==> src/rtl/resource_rr_arbiter_pkg.sv <==
`default_nettype none
// ============================================================================
// Module      : resource_rr_arbiter_pkg
// Description : Shared definitions for the resource round-robin arbiter:
//               default sizing, a constant clog2 helper and the FSM encoding.
// Revision    : 1.0 - initial release
// ============================================================================
package resource_rr_arbiter_pkg;

    // Default sizing used when the arbiter is instantiated without overrides
    localparam int c_def_num_req  = 4;
    localparam int c_def_max_hold = 8;

    // Ceiling log2 for elaboration-time width calculations (bounded loop)
    function automatic int clog2(input int value);
        int res;
        res = 0;
        for (int i = 0; i < 31; i++) begin
            if ((32'sd1 <<< i) < value) begin
                res = i + 1;
            end
        end
        return res;
    endfunction

    // Arbiter ownership state
    typedef enum logic [0:0] {
        ST_IDLE = 1'b0,
        ST_OWN  = 1'b1
    } arb_state_t;

endpackage : resource_rr_arbiter_pkg
`default_nettype wire

==> src/rtl/resource_rr_arbiter_rr_pick.sv <==
`default_nettype none
// ============================================================================
// Module      : rr_pick
// Description : Combinational rotating priority encoder. Scans req starting at
//               ptr and wrapping modulo NUM_REQ; returns the first set index.
// Revision    : 1.0 - initial release
// ============================================================================
module rr_pick #(
    parameter int NUM_REQ = 4,
    parameter int ID_W    = 2
) (
    input  logic [NUM_REQ-1:0] req,
    input  logic [ID_W-1:0]    ptr,
    output logic               found,
    output logic [ID_W-1:0]    idx
);

    logic [2*NUM_REQ-1:0] w_dbl;
    logic [2*NUM_REQ-1:0] w_shifted;
    logic [NUM_REQ-1:0]   w_rot;

    // Duplicate the request vector so a plain right shift performs the rotation
    assign w_dbl     = {req, req};
    assign w_shifted = w_dbl >> ptr;
    assign w_rot     = w_shifted[NUM_REQ-1:0];

    // First set bit of the rotated vector, mapped back to an absolute index
    always_comb begin
        logic [ID_W:0] w_sum;
        found = 1'b0;
        idx   = '0;
        w_sum = '0;
        for (int i = 0; i < NUM_REQ; i++) begin
            if (!found && w_rot[i]) begin
                found = 1'b1;
                w_sum = {1'b0, ptr} + (ID_W+1)'(i);
                if (w_sum >= (ID_W+1)'(NUM_REQ)) begin
                    w_sum = w_sum - (ID_W+1)'(NUM_REQ);
                end
                idx = w_sum[ID_W-1:0];
            end
        end
    end

endmodule : rr_pick
`default_nettype wire

==> src/rtl/resource_rr_arbiter.sv <==
`default_nettype none
// ============================================================================
// Module      : resource_rr_arbiter
// Description : Round-robin arbiter for a single-ported shared resource. The
//               grant is held across multi-cycle accesses and is released on
//               request drop, done pulse or after MAX_HOLD cycles.
// Revision    : 1.0 - initial release
// ============================================================================
module resource_rr_arbiter
    import resource_rr_arbiter_pkg::*;
#(
    parameter int NUM_REQ  = c_def_num_req,
    parameter int MAX_HOLD = c_def_max_hold,
    parameter int ID_W     = 2
) (
    input  logic               clk,
    input  logic               rst,
    input  logic [NUM_REQ-1:0] req,
    input  logic [NUM_REQ-1:0] done,
    output logic [NUM_REQ-1:0] grant,
    output logic               grant_valid,
    output logic [ID_W-1:0]    grant_id
);

    localparam int               c_cnt_w    = clog2(MAX_HOLD);
    localparam logic [c_cnt_w-1:0] c_cnt_last = c_cnt_w'(MAX_HOLD - 1);
    localparam logic [ID_W-1:0]  c_last_id  = ID_W'(NUM_REQ - 1);

    arb_state_t           r_state, w_state;
    logic [ID_W-1:0]      r_own, w_own;
    logic [c_cnt_w-1:0]   r_cnt, w_cnt;
    logic [ID_W-1:0]      r_ptr, w_ptr;
    logic [NUM_REQ-1:0]   r_grant, w_grant;
    logic                 r_grant_valid, w_grant_valid;
    logic [ID_W-1:0]      r_grant_id, w_grant_id;

    logic                 w_release;
    logic [ID_W-1:0]      w_after_own;
    logic [ID_W-1:0]      w_pick_ptr;
    logic                 w_found;
    logic [ID_W-1:0]      w_idx;

    // Owner gives up the resource on request drop, done, or hold limit reached
    assign w_release = (r_state == ST_OWN) &&
                       (!req[r_own] || done[r_own] || (r_cnt == c_cnt_last));

    // Index just past the owner; the owner becomes lowest priority on release
    assign w_after_own = (r_own == c_last_id) ? '0 : (r_own + ID_W'(1));

    // One encoder serves both the idle pick and the release handoff
    assign w_pick_ptr = (r_state == ST_OWN) ? w_after_own : r_ptr;

    rr_pick #(
        .NUM_REQ (NUM_REQ),
        .ID_W    (ID_W)
    ) u_pick (
        .req   (req),
        .ptr   (w_pick_ptr),
        .found (w_found),
        .idx   (w_idx)
    );

    // Next-state, pointer, counter and registered-output computation
    always_comb begin
        w_state       = r_state;
        w_own         = r_own;
        w_cnt         = r_cnt;
        w_ptr         = r_ptr;
        w_grant       = '0;
        w_grant_valid = 1'b0;
        w_grant_id    = '0;

        case (r_state)
            ST_IDLE: begin
                if (w_found) begin
                    w_state = ST_OWN;
                    w_own   = w_idx;
                    w_cnt   = '0;
                end
            end
            ST_OWN: begin
                if (w_release) begin
                    w_ptr = w_after_own;
                    w_cnt = '0;
                    if (w_found) begin
                        w_own = w_idx;
                    end else begin
                        w_state = ST_IDLE;
                    end
                end else begin
                    w_cnt = r_cnt + c_cnt_w'(1);
                end
            end
            default: begin
                w_state = ST_IDLE;
                w_cnt   = '0;
            end
        endcase

        if (w_state == ST_OWN) begin
            w_grant[w_own] = 1'b1;
            w_grant_valid  = 1'b1;
            w_grant_id     = w_own;
        end
    end

    // State and output registers, all cleared by synchronous reset
    always_ff @(posedge clk) begin
        if (rst) begin
            r_state       <= ST_IDLE;
            r_own         <= '0;
            r_cnt         <= '0;
            r_ptr         <= '0;
            r_grant       <= '0;
            r_grant_valid <= 1'b0;
            r_grant_id    <= '0;
        end else begin
            r_state       <= w_state;
            r_own         <= w_own;
            r_cnt         <= w_cnt;
            r_ptr         <= w_ptr;
            r_grant       <= w_grant;
            r_grant_valid <= w_grant_valid;
            r_grant_id    <= w_grant_id;
        end
    end

    assign grant       = r_grant;
    assign grant_valid = r_grant_valid;
    assign grant_id    = r_grant_id;

endmodule : resource_rr_arbiter
`default_nettype wire

==> config.mk <==
export PLATFORM = sky130hd
export DESIGN_NAME = resource_rr_arbiter
export DESIGN_NICKNAME = d
export VERILOG_FILES = /design/src/rtl/resource_rr_arbiter_pkg.sv /design/src/rtl/resource_rr_arbiter_rr_pick.sv /design/src/rtl/resource_rr_arbiter.sv
export SDC_FILE = /design/constraint.sdc
export NUM_CORES = 1
export LEC_CHECK = 0
export CORE_MARGIN = 3
export CORE_UTILIZATION = 44
export CTS_CLUSTER_SIZE = 24
export DETAILED_ROUTE_END_ITERATION = 7
export GPL_ROUTABILITY_DRIVEN = 1
export PLACE_DENSITY = 0.69
export SLEW_MARGIN = 10
export SYNTH_ARGS = -nofsm -noshare
export SYNTH_HDL_FRONTEND = slang
export SYNTH_SLANG_ARGS = --single-unit
==> constraint.sdc <==
create_clock -name clk -period 2.27 [get_ports clk]
set_input_delay 0.227 -clock clk [delete_from_list [all_inputs] [get_ports clk]]
set_output_delay 0.227 -clock clk [all_outputs]
set_load 0.02 [all_outputs]
* Word level (Yosys, flattened, before mapping)
Cells that the tools add are included.
Storage, ports and cells: flip-flop bits (word level) 15, input bits 10, output and inout bits 7, word-level logic and storage cells 72
Operators by class: add/sub/neg operators 9, $lt $le $gt $ge 7, eq/ne operators 3, shift operators 1, mux-type cells 30, bitwise gates (word level) 2, reductions and logical operators 13
Operators with widths (count):
- $mux W2 | 12
- $mux W1 | 10
- $ge A3 B3 Y1 const B | 3
- $shr A8 B2 Y4 | 1
- $sub A2 B1 Y2 const B | 4
- $add A2 B2 Y3 const B | 2
- $lt A2 B3 Y1 const B | 2
- $mux W3 | 2
- $pmux W3 S2 | 1
- $logic_and A1 B1 Y1 | 5
- $bmux W1 S2 | 2
- $logic_not A1 Y1 | 4
- $pmux W2 S2 | 1
- $add A2 B1 Y3 const B | 1
- $add A3 B1 Y3 const B | 1
- $eq A3 B3 Y1 const B | 1
- $ge A2 B3 Y1 const B | 1
- $add A2 B1 Y2 const B | 1
- $demux W1 S2 | 1
- $eq A2 B2 Y1 const B | 1
- $ge A2 B1 Y1 const B | 1
- $logic_or A1 B1 Y1 | 2
- $ne A2 B1 Y1 const B | 1
- $not A1 Y1 | 2
- other kinds (3) | 3

* Depth between registers and ports, before layout
Gate-level depths: netlist of run 1.
depth in word-level cells 21, gate-level depth with buffers 7, depth with buffers taken out 7

* Hierarchy
Synthesis of run 1 repeated with hierarchy kept, for this count alone.
Second synthesis, totals: cells, all modules 100, area, all modules 853.3 µm²
Modules (own cells, without submodules):
- resource_rr_arbiter | times used 1, cells each 88, area each 779.5 µm², seq. area each 280.3 µm²
- rr_pick | times used 1, cells each 12, area each 73.8 µm², seq. area each 0.0 µm²

* Worst setup path after synthesis of run 1
Ideal clock, no wire load.
path kind register to register, start point reg r_own[1], end point reg r_grant[2] (netlist: grant[2]), library setup time 0.070 ns, arrival time 1.917 ns, required time 2.200 ns, slack 0.283 ns, cell stages (with the launch flop) 8, buffers on the path 0, period minus slack after synthesis 1.987 ns, cells stage by stage dfxtp_1 -> ha_1 -> mux2i_2 -> a21oi_1 -> o21bai_2 -> o2111ai_2 -> or4_1 -> a21oi_1
Between the ends: longest elaborated chain between the ends 21, elaborated cells on any way between the ends 55, those cells by class add/sub (8); order compare (6); eq/ne (1); shift (1); mux (26); bitwise (1); reduce/logical (12)
RTL lines:
- from (decl) | RTL line resource_rr_arbiter.sv:30 | logic [ID_W-1:0] r_own, w_own;
- from (signal assigned) | RTL line resource_rr_arbiter.sv:119 | r_own <= w_own;
- $add A2 B1 Y2 / $eq A2 B2 Y1 (equally long branches) | RTL line resource_rr_arbiter.sv:48 | assign w_after_own = (r_own == c_last_id) ? '0 : (r_own + ID_W'(1));
- $mux W2 * | RTL line resource_rr_arbiter.sv:48
- via w_after_own[1] | RTL line resource_rr_arbiter.sv:38 | logic [ID_W-1:0] w_after_own;
- $mux W2 * | RTL line resource_rr_arbiter.sv:51 | assign w_pick_ptr = (r_state == ST_OWN) ? w_after_own : r_ptr;
- parallel branches: the longest is 18 deep, another holds $add A2 B1 Y3
- to (signal assigned) | RTL line resource_rr_arbiter.sv:122 | r_grant <= w_grant;
- to (decl) | RTL line resource_rr_arbiter.sv:33 | logic [NUM_REQ-1:0] r_grant, w_grant;
Mark *: on every way through the listed nets, which the timed path passes. The select of a mux whose other input is x is not followed. A chain may end at the register's enable or synchronous reset.

* Final worst setup path of run 1
start point reg r_own[1], end point reg r_grant[3] (netlist: grant[3])
The elaborated chain is that of the path after synthesis.

==> run_results.csv, run 1 <==
group,metric,value,unit
power,seqPwrFrac,39.8,%
power,leakage,0.420,nW
timing,setup_ws,0.174,ns
worst_setup_path,worstSetupStartpoint,"r_own[1]$_SDFF_PP0_",
worst_setup_path,path_max_fanout,7,
worst_setup_path,r2r_end,"grant[3]$_SDFF_PP0_",
power,switching_share,30.9,%
power,pwr-share-clk,23.8,%
min_path,whs_path_depth,2,
cells_and_area,multi_input_area,485,µm²
timing,hold_viol,0,
yosys,synth_edf_count,0,
power,p_total,0.000734,W
yosys,syn_avg_cell_area,9.17,µm²
floorplanning,core_area,1590,µm²
place,dp_hpwl,1330,µm
place,post-place-ws,0.0415,ns
timing,finalSetupTns,0,ns
worst_setup_path,critPathLaunchType,"register",
yosys,async_flop_share,0,%
yosys,syn_nets,98,
yosys,netlist_instances,85,
routing,detail-route-antenna-nets,0,
place,io_buffers,16,
floorplanning,die_width,48.1,µm
clocking,root_buffer,"clkbuf_4",
cells_and_area,final_nets,122,
grt,grt_use_met2,25.1,%
grt,grt_pass1_wl,2790,µm
yosys,synth_top_cell_area_share,36.0,%
grt,first_global_vias,595,
clocking,cts_tree,"yes",
grt,grt.busiest_layer,"met2",
routing,viasPerCell,5.33,
power,pwr-share-comb,36.4,%
cells_and_area,area.sequential,282,µm²
worst_setup_path,required,2.49,ns
grt,grt_max_degree,10,
yosys,yosys.area.top_type,"dfxtp_1",
yosys,yosysUniqueCellTypes,39,
power,powerDensity,704,nW/µm²
power,netSwitchingPower,0.000227,W
floorplanning,num_io_pins,17,
timing,finClkSkew,0.00599,ns
clocking,cts.path.max_buffers,2,
min_path,hold_end,"r_ptr[0]$_SDFFE_PP0P_",
clocking,clkTransAtPathRegs,0.08,ns
clocking,htreeDepth,1,
worst_setup_path,r2r_slack,0.17,ns
grt,grt_usage,17.5,%
min_path,worst_hold_path_type,"register to register",
clocking,worstSkewPairLatency,0.28,ns
cells_and_area,fill_cells,148,
timing,period_share,92.3,%
cells_and_area,syn2layout_area_growth,33.7,%
power,internal_power,0.000507,W
floorplanning,fp-row-count,14,
floorplanning,die-area,2310,µm²
flow_run,drv_cap,0,
floorplanning,initial_core_util,48.9,%
clocking,cts.sinks,14,
timing,timing.fmax,477,MHz
grt,met1_usage,24.6,%
timing,setup_viol,0,
timing,grt_setup_unrepaired,"no",
worst_setup_path,cp-end-kind,"register",
routing,firstDrtPassIters,4,
grt,overflow,0,
grt,gr-usage-met3,5.54,%
clocking,hold_buffers,0,
worst_setup_path,worst_r2r_path_depth,7,
timing,worstMarginPinSlew,0.426,ns
grt,grt_antenna_before_repair,0,
cells_and_area,antenna_cells,0,
timing,drv_slew,0,
routing,drc_errors,0,
yosys,ys.warnings.count,0,
clocking,cts_made_buffers,3,
yosys,yosys_register_bits,14,
clocking,postCtsSetupBuffers,0,
worst_setup_path,cp_data_arrival_time,2.32,ns
yosys,synth-main-ff-cell,"dfxtp_1",
yosys,synth_area_leaders,"dfxtp_1 (36%), a21oi_1 (5.1%), ha_1 (4.8%), nand2b_1 (4.0%), nor2_1 (3.9%)",
timing,fin_crit,2.10,ns
routing,drt_iter0_drc,8,
cells_and_area,drive_gt1_share,20.4,%
worst_setup_path,crit_type,"register to register",
worst_setup_path,r2r_start,"r_own[1]$_SDFF_PP0_",
min_path,hold_start,"r_ptr[0]$_SDFFE_PP0P_",
yosys,synth_seq_area_share,36.0,%
routing,wire_per_inst,12.9,µm
power,vdd_drop_max,0.409,mV
place,gp_congestion,0.785,
yosys,netlist_area,779,µm²
timing,relSlewSlack,71.4,%
floorplanning,die_h,48.1,µm
routing,drt_wl_total,1700,µm
routing,num_vias,704,
outcome,outcome,"finished, final reports clean",
==> power groups by stage <==
stage	Clock (W)	Combinational, W	Sequential (W)
after floorplan	0	0.000151	0.000317
after global placement	0	0.000258	0.000296
after detailed placement	0	0.000261	0.000297
after CTS	0.000183	0.000262	0.000291
after global routing	0.000194	0.000293	0.000296
final	0.000175	0.000267	0.000292
==> routing by layer <==
metal  wire length [µm]  vias up
met5                  0        -
met4                 28        0
met3                 91        4
met2                760       19
met1                823      325
li1                   -      356
==> layout by cell type, fill, tap and decap left out, types with 2 or more instances in the layout <==
cell and count:
nor2_1 8, mux2_2 2, buf_4 5, nor2_4 2
mux2i_1 2, inv_1 3, o21ai_0 3, or3_1 2
clkdlybuf4s50_1 16, nand2_1 5, clkbuf_4 3, a22oi_1 2
dfxtp_1 13, a21oi_1 8, nand2b_1 5, ha_1 3
==> through the flow <==
step / utilization (%) / hold slack, ns / instances / cell area [µm²]
3_5_place_dp: 62.5 / 0.446 / 128 / 996
4_1_cts: 64.8 / 0.458 / 132 / 1030
5_1_grt: 65.4 / 0.494 / 132 / 1040
6_report: 65.4 / 0.452 / 132 / 1040
3_3_place_gp: 62.5 / 0.450 / 128 / 996
2_1_floorplan: - / 0.427 / 85 / 779
==> how the worst max path moves through the flow <==
stage | to | slack [ns] | cells past startpoint
2_1_floorplan | grant[2]$_SDFF_PP0_ | 0.28 | 7
3_3_place_gp | grant[3]$_SDFF_PP0_ | 0.05 | 7
3_5_place_dp | grant[3]$_SDFF_PP0_ | 0.04 | 7
4_1_cts | grant[2]$_SDFF_PP0_ | 0.02 | 7
5_1_grt | grant[2]$_SDFF_PP0_ | 0.01 | 7
6_report | grant[3]$_SDFF_PP0_ | 0.17 | 7
==> layout make-up <==
class	count	share of cell area, %
multi-input combinational	66	46.6
sequential	14	27.0
timing repair buffer	21	19.0
clock buffer	4	3.48
tap	24	2.88
inverter	3	1.08
==> worst max-delay path: stages (launching register included) <==
cell      delay, ns
dfxtp_2        0.35
ha_1           0.34
mux2i_4        0.11
a21boi_1       0.16
o21ai_0        0.21
o311a_2        0.26
or4b_1         0.44
a21oi_1        0.15
==> cell families after synthesis <==
group           count (synthesis)  share of synthesized area, %
simple gates                   36                          27.8
fa+ha+maj                       3                          4.82
flops                          14                          36.0
compound gates                 21                          18.5
mux                             6                          10.1
buf+inv                         5                          2.89
==> registers in the layout, indices dropped and copies added (netlist names) <==
register	count
r_cnt	3
grant	4
r_state	1
grant_id	2
r_own	2
r_ptr	2
==> synth_stat cells (2+ instances only) <==
| cell | count |
|---|---|
| or3_1 | 2 |
| a21oi_1 | 8 |
| nand2_1 | 5 |
| nand2b_1 | 5 |
| nor2_4 | 2 |
| a22oi_1 | 2 |
| ha_1 | 3 |
| o21ai_0 | 3 |
| inv_1 | 3 |
| dfxtp_1 | 14 |
| nor2_1 | 8 |
| mux2i_1 | 2 |
| mux2_2 | 2 |
==> repair_timing <==
action	4_1_cts	5_1_grt
gates resized for setup	0	2
endpoints found under the setup margin	0	2
endpoints found under the hold margin	0	0
Power figures use the tool's default switching activity.
==> run 2, diff against run 1 <==
CORE_MARGIN = 4   (was 3)
CTS_CLUSTER_SIZE = default   (was 24)
==> run_results.csv, run 2 (synthesis results as in run 1) <==
group,metric,value,unit
worst_setup_path,crit_type,"register to register",
worst_setup_path,cp-end-kind,"register",
timing,worstMarginPinSlew,0.417,ns
routing,drc_errors,0,
timing,period_share,94.5,%
routing,num_vias,711,
timing,fin_crit,2.14,ns
grt,overflow,0,
cells_and_area,final_cell_mix,"clkdlybuf4s50_1 (16), dfxtp_1 (13), a21oi_1 (8), nor2_1 (8)",
worst_setup_path,required,2.49,ns
routing,wire_per_inst,13.4,µm
clocking,worstSkewPairLatency,0.28,ns
power,internal_power,0.000511,W
grt,first_global_vias,667,
power,powerDensity,709,nW/µm²
routing,firstDrtPassIters,4,
grt,grt_max_degree,10,
cells_and_area,area.sequential,282,µm²
floorplanning,die_width,50.1,µm
clocking,cts.path.max_buffers,2,
routing,drt_iter0_drc,15,
cells_and_area,multi_input_area,497,µm²
worst_setup_path,r2r_slack,0.13,ns
worst_setup_path,cp_data_arrival_time,2.36,ns
power,pwr-share-clk,23.6,%
floorplanning,core_area,1590,µm²
grt,grt_usage,15.4,%
timing,finClkSkew,0.00200,ns
cells_and_area,largest_reg_flops,4,
timing,relSlewSlack,72.0,%
min_path,hold_start,"r_ptr[0]$_SDFFE_PP0P_",
timing,drv_slew,0,
power,vdd_drop_max,0.510,mV
routing,drt_wl_total,1770,µm
power,switching_share,31.6,%
cells_and_area,antenna_cells,0,
clocking,cts.sinks,14,
routing,detail-route-antenna-nets,0,
cells_and_area,syn2layout_area_growth,35.2,%
flow_run,drv_cap,0,
clocking,cts_tree,"yes",
cells_and_area,drive_gt1_share,20.4,%
min_path,worst_hold_path_type,"register to register",
power,leakage,0.421,nW
clocking,htreeDepth,1,
grt,grt_antenna_before_repair,0,
timing,finalSetupTns,0,ns
outcome,outcome,"finished, final reports clean",
cells_and_area,layout_commonest_cell,"clkdlybuf4s50_1",
place,io_buffers,16,
power,netSwitchingPower,0.000236,W
timing,hold_viol,0,
worst_setup_path,path_max_fanout,7,
min_path,hold_end,"r_ptr[0]$_SDFFE_PP0P_",
floorplanning,num_io_pins,17,
clocking,clkTransAtPathRegs,0.08,ns
worst_setup_path,worst_r2r_path_depth,7,
floorplanning,die-area,2510,µm²
routing,viasPerCell,5.39,
timing,hold_slack,0.455,ns
power,pwr-share-comb,37.2,%
floorplanning,fp-row-count,14,
cells_and_area,final_nets,122,
power,seqPwrFrac,39.2,%
place,gp_congestion,0.780,
worst_setup_path,critPathLaunchType,"register",
floorplanning,initial_core_util,48.9,%
min_path,whs_path_depth,2,
timing,setup_viol,0,
clocking,hold_buffers,0,
worst_setup_path,r2r_end,"grant[2]$_SDFF_PP0_",
timing,grt_setup_unrepaired,"no",
floorplanning,die_h,50.1,µm
clocking,cts_made_buffers,3,
worst_setup_path,r2r_start,"r_own[1]$_SDFF_PP0_",
clocking,root_buffer,"clkbuf_4",
cells_and_area,fill_cells,144,
place,dp_hpwl,1320,µm
power,p_total,0.000747,W
grt,grt_pass1_wl,2990,µm
timing,timing.fmax,466,MHz
run 2: timing repair:
item | 4_1_cts | 5_1_grt
buffers inserted | 0 | 0
setup endpoints to repair | 2 | 2
gates resized for setup | 1 | 3
run 2: through the flow:
stage / std cells / cell area, µm² / worst slack, ns / utilization (%)
finish: 132 / 1050 / 0.126 / 66.1
global route: 132 / 1050 / 0.0137 / 66.1
CTS: 132 / 1040 / 0.0826 / 65.3
detailed placement: 128 / 996 / 0.0171 / 62.5
global placement: 128 / 996 / 0.0447 / 62.5
floorplan: 85 / 779 / 0.283 / -
run 2: routing by layer:
metal | wire length, µm | global-route usage [%] | vias up
li1 | - | - | 356
met1 | 862 | 20.7 | 336
met2 | 812 | 24.1 | 17
met3 | 91 | 5.42 | 2
met4 | 2 | 1.38 | 0
met5 | 0 | 0 | -
run 2: area by class of cell:
cell class / count / share of cell area (%)
repair buffers: 21 / 18.8
well taps: 24 / 2.85
inverters: 3 / 1.07
multi-input cells: 66 / 47.1
flip-flops and latches: 14 / 26.7
clock buffers: 4 / 3.44
run 2: power by group through the flow:
stage | registers [W] | clock network [W] | logic, W
2_1_floorplan | 0.000317 | 0 | 0.000151
3_3_place_gp | 0.000296 | 0 | 0.000258
3_5_place_dp | 0.000297 | 0 | 0.000262
4_1_cts | 0.000292 | 0.000178 | 0.000269
5_1_grt | 0.000296 | 0.000198 | 0.000301
6_report | 0.000293 | 0.000177 | 0.000278
run 2: worst max-delay path by stage:
stage / cells past startpoint / endpoint / from
floorplan: 7 / grant[2]$_SDFF_PP0_ / r_own[1]$_SDFF_PP0_
global placement: 7 / grant[3]$_SDFF_PP0_ / r_own[1]$_SDFF_PP0_
detailed placement: 7 / grant[2]$_SDFF_PP0_ / r_own[1]$_SDFF_PP0_
CTS: 7 / grant[2]$_SDFF_PP0_ / r_own[1]$_SDFF_PP0_
global route: 7 / grant[3]$_SDFF_PP0_ / r_own[1]$_SDFF_PP0_
finish: 7 / grant[2]$_SDFF_PP0_ / r_own[1]$_SDFF_PP0_
run 2: worst max-delay path, cell delays in order, from the launching register on:
cell	delay (ns)
dfxtp_2	0.36
ha_1	0.32
mux2i_4	0.25
nor4bb_1	0.11
o21ai_1	0.23
o2111ai_4	0.18
or4_1	0.49
a21oi_1	0.15
